$ cat src/rtl/spi_master_rw.sv
`default_nettype none
// ============================================================================
// Module   : spi_master_rw
// Brief    : SPI mode-0 register-access master (address phase, then data phase).
//            Define SPI_MSB_FIRST_EN to shift MSB first; the default is LSB first.
// Revision : 1.0
// ============================================================================
module spi_master_rw #(
    parameter int AW  = 8,
    parameter int DW  = 8,
    parameter int DIV = 50,
    parameter int NCS = 1
) (
    input  logic                                    clk,
    input  logic                                    rstx,
    input  logic                                    start,
    input  logic                                    rw,
    input  logic [((NCS > 1) ? $clog2(NCS) : 1)-1:0] cssel,
    input  logic [AW-1:0]                           addr,
    input  logic [DW-1:0]                           wdata,
    output logic                                    busy,
    output logic                                    done,
    output logic [DW-1:0]                           rdata,
    output logic [NCS-1:0]                          cs,
    output logic                                    sclk,
    output logic                                    sdata,
    input  logic                                    sdi
);

    localparam int CSW = (NCS > 1) ? $clog2(NCS) : 1;
    localparam int NB  = AW + DW;
    localparam int BW  = $clog2(NB + 1);
    localparam int CW  = (DIV > 1) ? $clog2(DIV) : 1;

    typedef enum logic [2:0] {
        S_IDLE  = 3'd0,
        S_SETUP = 3'd1,
        S_LOW   = 3'd2,
        S_HIGH  = 3'd3,
        S_TAIL  = 3'd4,
        S_GAP   = 3'd5
    } state_t;

    state_t         r_state;
    logic [CW-1:0]  r_cnt;
    logic [BW-1:0]  r_bit;
    logic [NB-1:0]  r_sh;
    logic [DW-1:0]  r_rx;
    logic           r_rw;

    logic           w_last;
    logic           w_bit;
    logic [DW-1:0]  w_wd;
    logic [NB-1:0]  w_load;
    logic [NB-1:0]  w_sh_next;
    logic [DW-1:0]  w_rx_next;
    logic [NCS-1:0] w_cs_sel;

    assign w_last = (r_cnt == CW'(DIV - 1));
    // A read shifts zeros out during the data phase, so the write data is masked at load.
    assign w_wd   = rw ? '0 : wdata;

`ifdef SPI_MSB_FIRST_EN
    assign w_load    = {addr, w_wd};
    assign w_bit     = r_sh[NB-1];
    assign w_sh_next = r_sh << 1;
    assign w_rx_next = (r_rx << 1) | DW'(sdi);
`else
    assign w_load    = {w_wd, addr};
    assign w_bit     = r_sh[0];
    assign w_sh_next = r_sh >> 1;
    assign w_rx_next = (r_rx >> 1) | (DW'(sdi) << (DW - 1));
`endif

    // An out-of-range select leaves every line deasserted.
    generate
        for (genvar gi = 0; gi < NCS; gi++) begin : g_cs
            assign w_cs_sel[gi] = (cssel != CSW'(gi));
        end
    endgenerate

    always_ff @(posedge clk) begin
        if (!rstx) begin
            r_state <= S_IDLE;
            r_cnt   <= '0;
            r_bit   <= '0;
            r_sh    <= '0;
            r_rx    <= '0;
            r_rw    <= 1'b0;
            cs      <= '1;
            sclk    <= 1'b0;
            sdata   <= 1'b0;
            busy    <= 1'b0;
            done    <= 1'b0;
            rdata   <= '0;
        end else begin
            done <= 1'b0;
            if (r_state == S_IDLE) begin
                r_cnt <= '0;
                if (start) begin
                    r_state <= S_SETUP;
                    r_rw    <= rw;
                    r_sh    <= w_load;
                    r_bit   <= '0;
                    cs      <= w_cs_sel;
                    busy    <= 1'b1;
                    sclk    <= 1'b0;
                    sdata   <= 1'b0;
                end
            end else if (!w_last) begin
                r_cnt <= r_cnt + CW'(1);
            end else begin
                r_cnt <= '0;
                case (r_state)
                    S_SETUP: begin
                        r_state <= S_LOW;
                        sdata   <= w_bit;
                        r_sh    <= w_sh_next;
                    end
                    S_LOW: begin
                        r_state <= S_HIGH;
                        sclk    <= 1'b1;
                    end
                    S_HIGH: begin
                        sclk <= 1'b0;
                        if (r_rw && (r_bit >= BW'(AW))) begin
                            r_rx <= w_rx_next;
                        end
                        if (r_bit == BW'(NB - 1)) begin
                            r_state <= S_TAIL;
                            sdata   <= 1'b0;
                        end else begin
                            r_state <= S_LOW;
                            r_bit   <= r_bit + BW'(1);
                            sdata   <= w_bit;
                            r_sh    <= w_sh_next;
                        end
                    end
                    S_TAIL: begin
                        r_state <= S_GAP;
                        cs      <= '1;
                    end
                    S_GAP: begin
                        r_state <= S_IDLE;
                        busy    <= 1'b0;
                        done    <= 1'b1;
                        if (r_rw) begin
                            rdata <= r_rx;
                        end
                    end
                    default: r_state <= S_IDLE;
                endcase
            end
        end
    end

endmodule
`default_nettype wire
$ cat config.mk
export PLATFORM = sky130hd
export DESIGN_NAME = spi_master_rw
export DESIGN_NICKNAME = d
export VERILOG_FILES = /design/src/rtl/spi_master_rw.sv
export SDC_FILE = /design/constraint.sdc
export NUM_CORES = 1
export LEC_CHECK = 0
export BUFFER_PORTS_ARGS = -buffer_cell sky130_fd_sc_hd__buf_2
export CELL_PAD_IN_SITES_DETAIL_PLACEMENT = 0
export CELL_PAD_IN_SITES_GLOBAL_PLACEMENT = 1
export CORE_ASPECT_RATIO = 2
export CORE_MARGIN = 5
export CORE_UTILIZATION = 43
export DETAILED_ROUTE_END_ITERATION = 8
export PLACE_DENSITY_LB_ADDON = 0.1
export SLEW_MARGIN = 20
export SYNTH_ARGS = -nofsm -noshare
export SYNTH_HDL_FRONTEND = slang
export SYNTH_SLANG_ARGS = --single-unit
$ cat constraint.sdc
create_clock -name clk -period 2.76 [get_ports clk]
set_input_delay 0 -clock clk [delete_from_list [all_inputs] [get_ports clk]]
set_output_delay 0 -clock clk [all_outputs]
set_load 0.02 [all_outputs]
==> reports/metrics.yaml <==
outcome: "completed"
grt_pass1_wl_um: 9170
dp_cells: 347
fp-row-count: 39
cts_tree: "done"
grt_max_degree: 33
leakagePower_nw: 1.15
portBuffers: 34
cts.sinks: 52
io_pins: 35
fin_crit_sh: 0.808
max-cap-violations: 0
worstHoldEndpoint: "r_sh[13]$_SDFFE_PN0P_"
syn_to_final_growth_pct: 13.2
gp_congestion: 0.801
layout-drive-gt1-share: 0.213
track_usage: 0.149
fp.dieW_um: 63.7
maxSlewViolCount: 0
skew_ns: 0.00559
crit_cells: 8
r2r_slack_ns: 0.53
holdCritPathClass: "in2reg"
cts_buffers: 5
cpPeakStageDelay_ns: 0.37
avgSynthCellArea_um2: 9.39
crit_required_ns: 2.94
yosys_register_bits: 52
critical_path_class: "reg2reg"
crit_buf_inv: 1
grt_overflow: 0
power_mw: 1.55
hold_viol: 0
crit_path_start_kind: "flop"
synthCells: 264
dieArea_um2: 7480
crit_arrival_ns: 2.41
critical_path.max_fanout: 32
wirelength_um: 5160
core_um2: 5660
initial_core_util: 0.438
cp_top_family: "compound AO/OA/AOI/OAI gates"
power_density_nw_per_um2: 554
synth.cell_area_um2: 2480
max_slew_margin: 0.368
synth_cell_types: 47
tns_ns: 0
worst_pin_slew_ns: 0.942
clock.fmax_ghz: 0.448
routed_via_density: 5.49
rsz0062_at_grt: "no"
post-route-min-period_ns: 2.23
path_clk_slew_ns: 0.06
r2r-start: "r_bit[0]$_SDFFE_PN0P_"
nNetsFinal: 321
setup-violations-final: 0
dpl.hpwl_um: 3750
worstReg2RegEnd: "r_sh[10]$_SDFFE_PN0P_"
holdPathStages: 3
antenna_cells: 0
cp_cell_sequence: "ha_1, and3_1, ha_1, a21o_1, o41ai_4, buf_4, nor2_1, a311oi_2"
drc: 0
vias: 1959
async_flop_share: 0
worstHoldStart: "wdata[5]"
layoutNonFillerInstCount: 357
wl_per_cell_um: 14.5
end_kind: "flop"
antenna_found_initial: 0
synth_edf_count: 0
yosysSeqAreaShare: 0.420
syn-num-nets: 290
irDropWorstVdd_mv: 0.598
synth_warnings: 0
drtPass1Iterations: 4
reg2reg_depth: 8
clk_path_buf_depth: 2
insertion_delay_ns: 0.29
final_design_area_no_fill_um2: 2810
clockRootBuffer: "clkbuf_16"
htree_levels: 2
crit_top_cell: "ha_1"
grt_pass1_vias: 1964
placed_area_um2: 2640
fp.dieH_um: 117
drt-initial-drc-count: 102
ant_nets: 0
synthFlopType: "dfxtp_1"
crit_path_top_delay_cell: "buf_4"
layout make-up:
cell class | count | area, um^2
clock buffer | 7 | 143
clock inverter | 1 | 7.51
fill | 577 | 2850
inverter | 5 | 18.8
multi-input combinational | 190 | 1290
sequential | 52 | 1040
tap | 61 | 76.3
timing repair buffer | 41 | 228
where the power goes:
part	internal, mW	switching [mW]	total [mW]
registers	0.774	0.0155	0.790
logic	0.0609	0.0796	0.141
clock network	0.361	0.263	0.624
total	1.20	0.358	1.55
flip-flops by register name, indices dropped and copies added, names as in the netlist:
name and flops:
r_rx 8, done 1, r_sh 16, sclk 1, r_rw 1, sdata 1
r_cnt 6, cs 1, r_state 3, rdata 8, busy 1, r_bit 5
synthesized netlist by cell type (5+ instances only):
master | n | area share
dfxtp_1 | 52 | 0.42
a21oi_1 | 7 | 0.014
nand3b_1 | 10 | 0.030
o21ai_0 | 18 | 0.036
nor2_1 | 36 | 0.054
clkbuf_1 | 6 | 0.0091
inv_1 | 5 | 0.0076
mux2i_1 | 18 | 0.073
nand2_1 | 19 | 0.029
nor3_1 | 5 | 0.010
a211oi_1 | 5 | 0.015
nand2b_1 | 10 | 0.025
nand3_1 | 13 | 0.026
worst max-delay path by stage:
stage	startpoint	endpoint
global route	r_bit[0]$_SDFFE_PN0P_	r_sh[11]$_SDFFE_PN0P_
finish	r_bit[0]$_SDFFE_PN0P_	r_sh[10]$_SDFFE_PN0P_
CTS	r_bit[0]$_SDFFE_PN0P_	r_sh[10]$_SDFFE_PN0P_
floorplan	r_bit[0]$_SDFFE_PN0P_	r_sh[10]$_SDFFE_PN0P_
global placement	r_bit[0]$_SDFFE_PN0P_	r_sh[12]$_SDFFE_PN0P_
detailed placement	r_bit[0]$_SDFFE_PN0P_	r_sh[10]$_SDFFE_PN0P_
worst min-delay path, delay by kind of cell:
family / cells / cell delay [ns]
buffers and inverters: 1 / 0.10
AOI/OAI and AO/OA: 1 / 0.08
and+or+nand+nor: 1 / 0.06
metrics by stage:
step / hold WS [ns] / setup WS, ns / util
after floorplan: 0.143 / 0.787 / -
after global placement: 0.244 / 0.616 / 0.466
after detailed placement: 0.247 / 0.549 / 0.466
after CTS: 0.00114 / 0.521 / 0.496
after global routing: 0.0203 / 0.335 / 0.496
final: 0.00459 / 0.530 / 0.496
layer usage:
metal | vias to the layer above | part of all wire | global-route usage
li1 | 1006 | - | -
met2 | 33 | 0.53 | 0.260
met5 | - | 0 | 0
met3 | 10 | 0.037 | 0.0344
met1 | 910 | 0.40 | 0.162
met4 | 0 | 0.032 | 0.0767
kinds of logic after synthesis:
kind of cell / Yosys count / share of synthesized area
simple gates: 116 / 0.263
flops: 52 / 0.420
compound gates: 48 / 0.151
buf+inv: 22 / 0.0590
mux: 18 / 0.0727
xor+xnor: 4 / 0.0141
fa+ha+maj: 4 / 0.0202
cells in the final DEF, fill, tap and decap left out, types with 3 or more instances in the layout:
master and n:
a21o_1 3, nand3_1 13, a21oi_1 7, nand4_1 4, a311oi_2 4, buf_4 5
mux2i_1 18, nand2_1 19, nor2_1 36, ha_1 4, a211oi_1 5, buf_2 34
a311oi_1 3, o21ai_0 18, nand2b_1 10, dfxtp_1 52, nand3b_1 10, nor3_1 5
inv_1 4, a211oi_2 3, clkbuf_16 5
timing repair:
action                     in CTS  in global routing
hold endpoints to repair        2                  0
gates resized for setup         0                  0
hold buffers                    2                  0
setup endpoints to repair       0                  0
buffers inserted                0                  0
No activity file was read; power rests on OpenSTA's default activity.
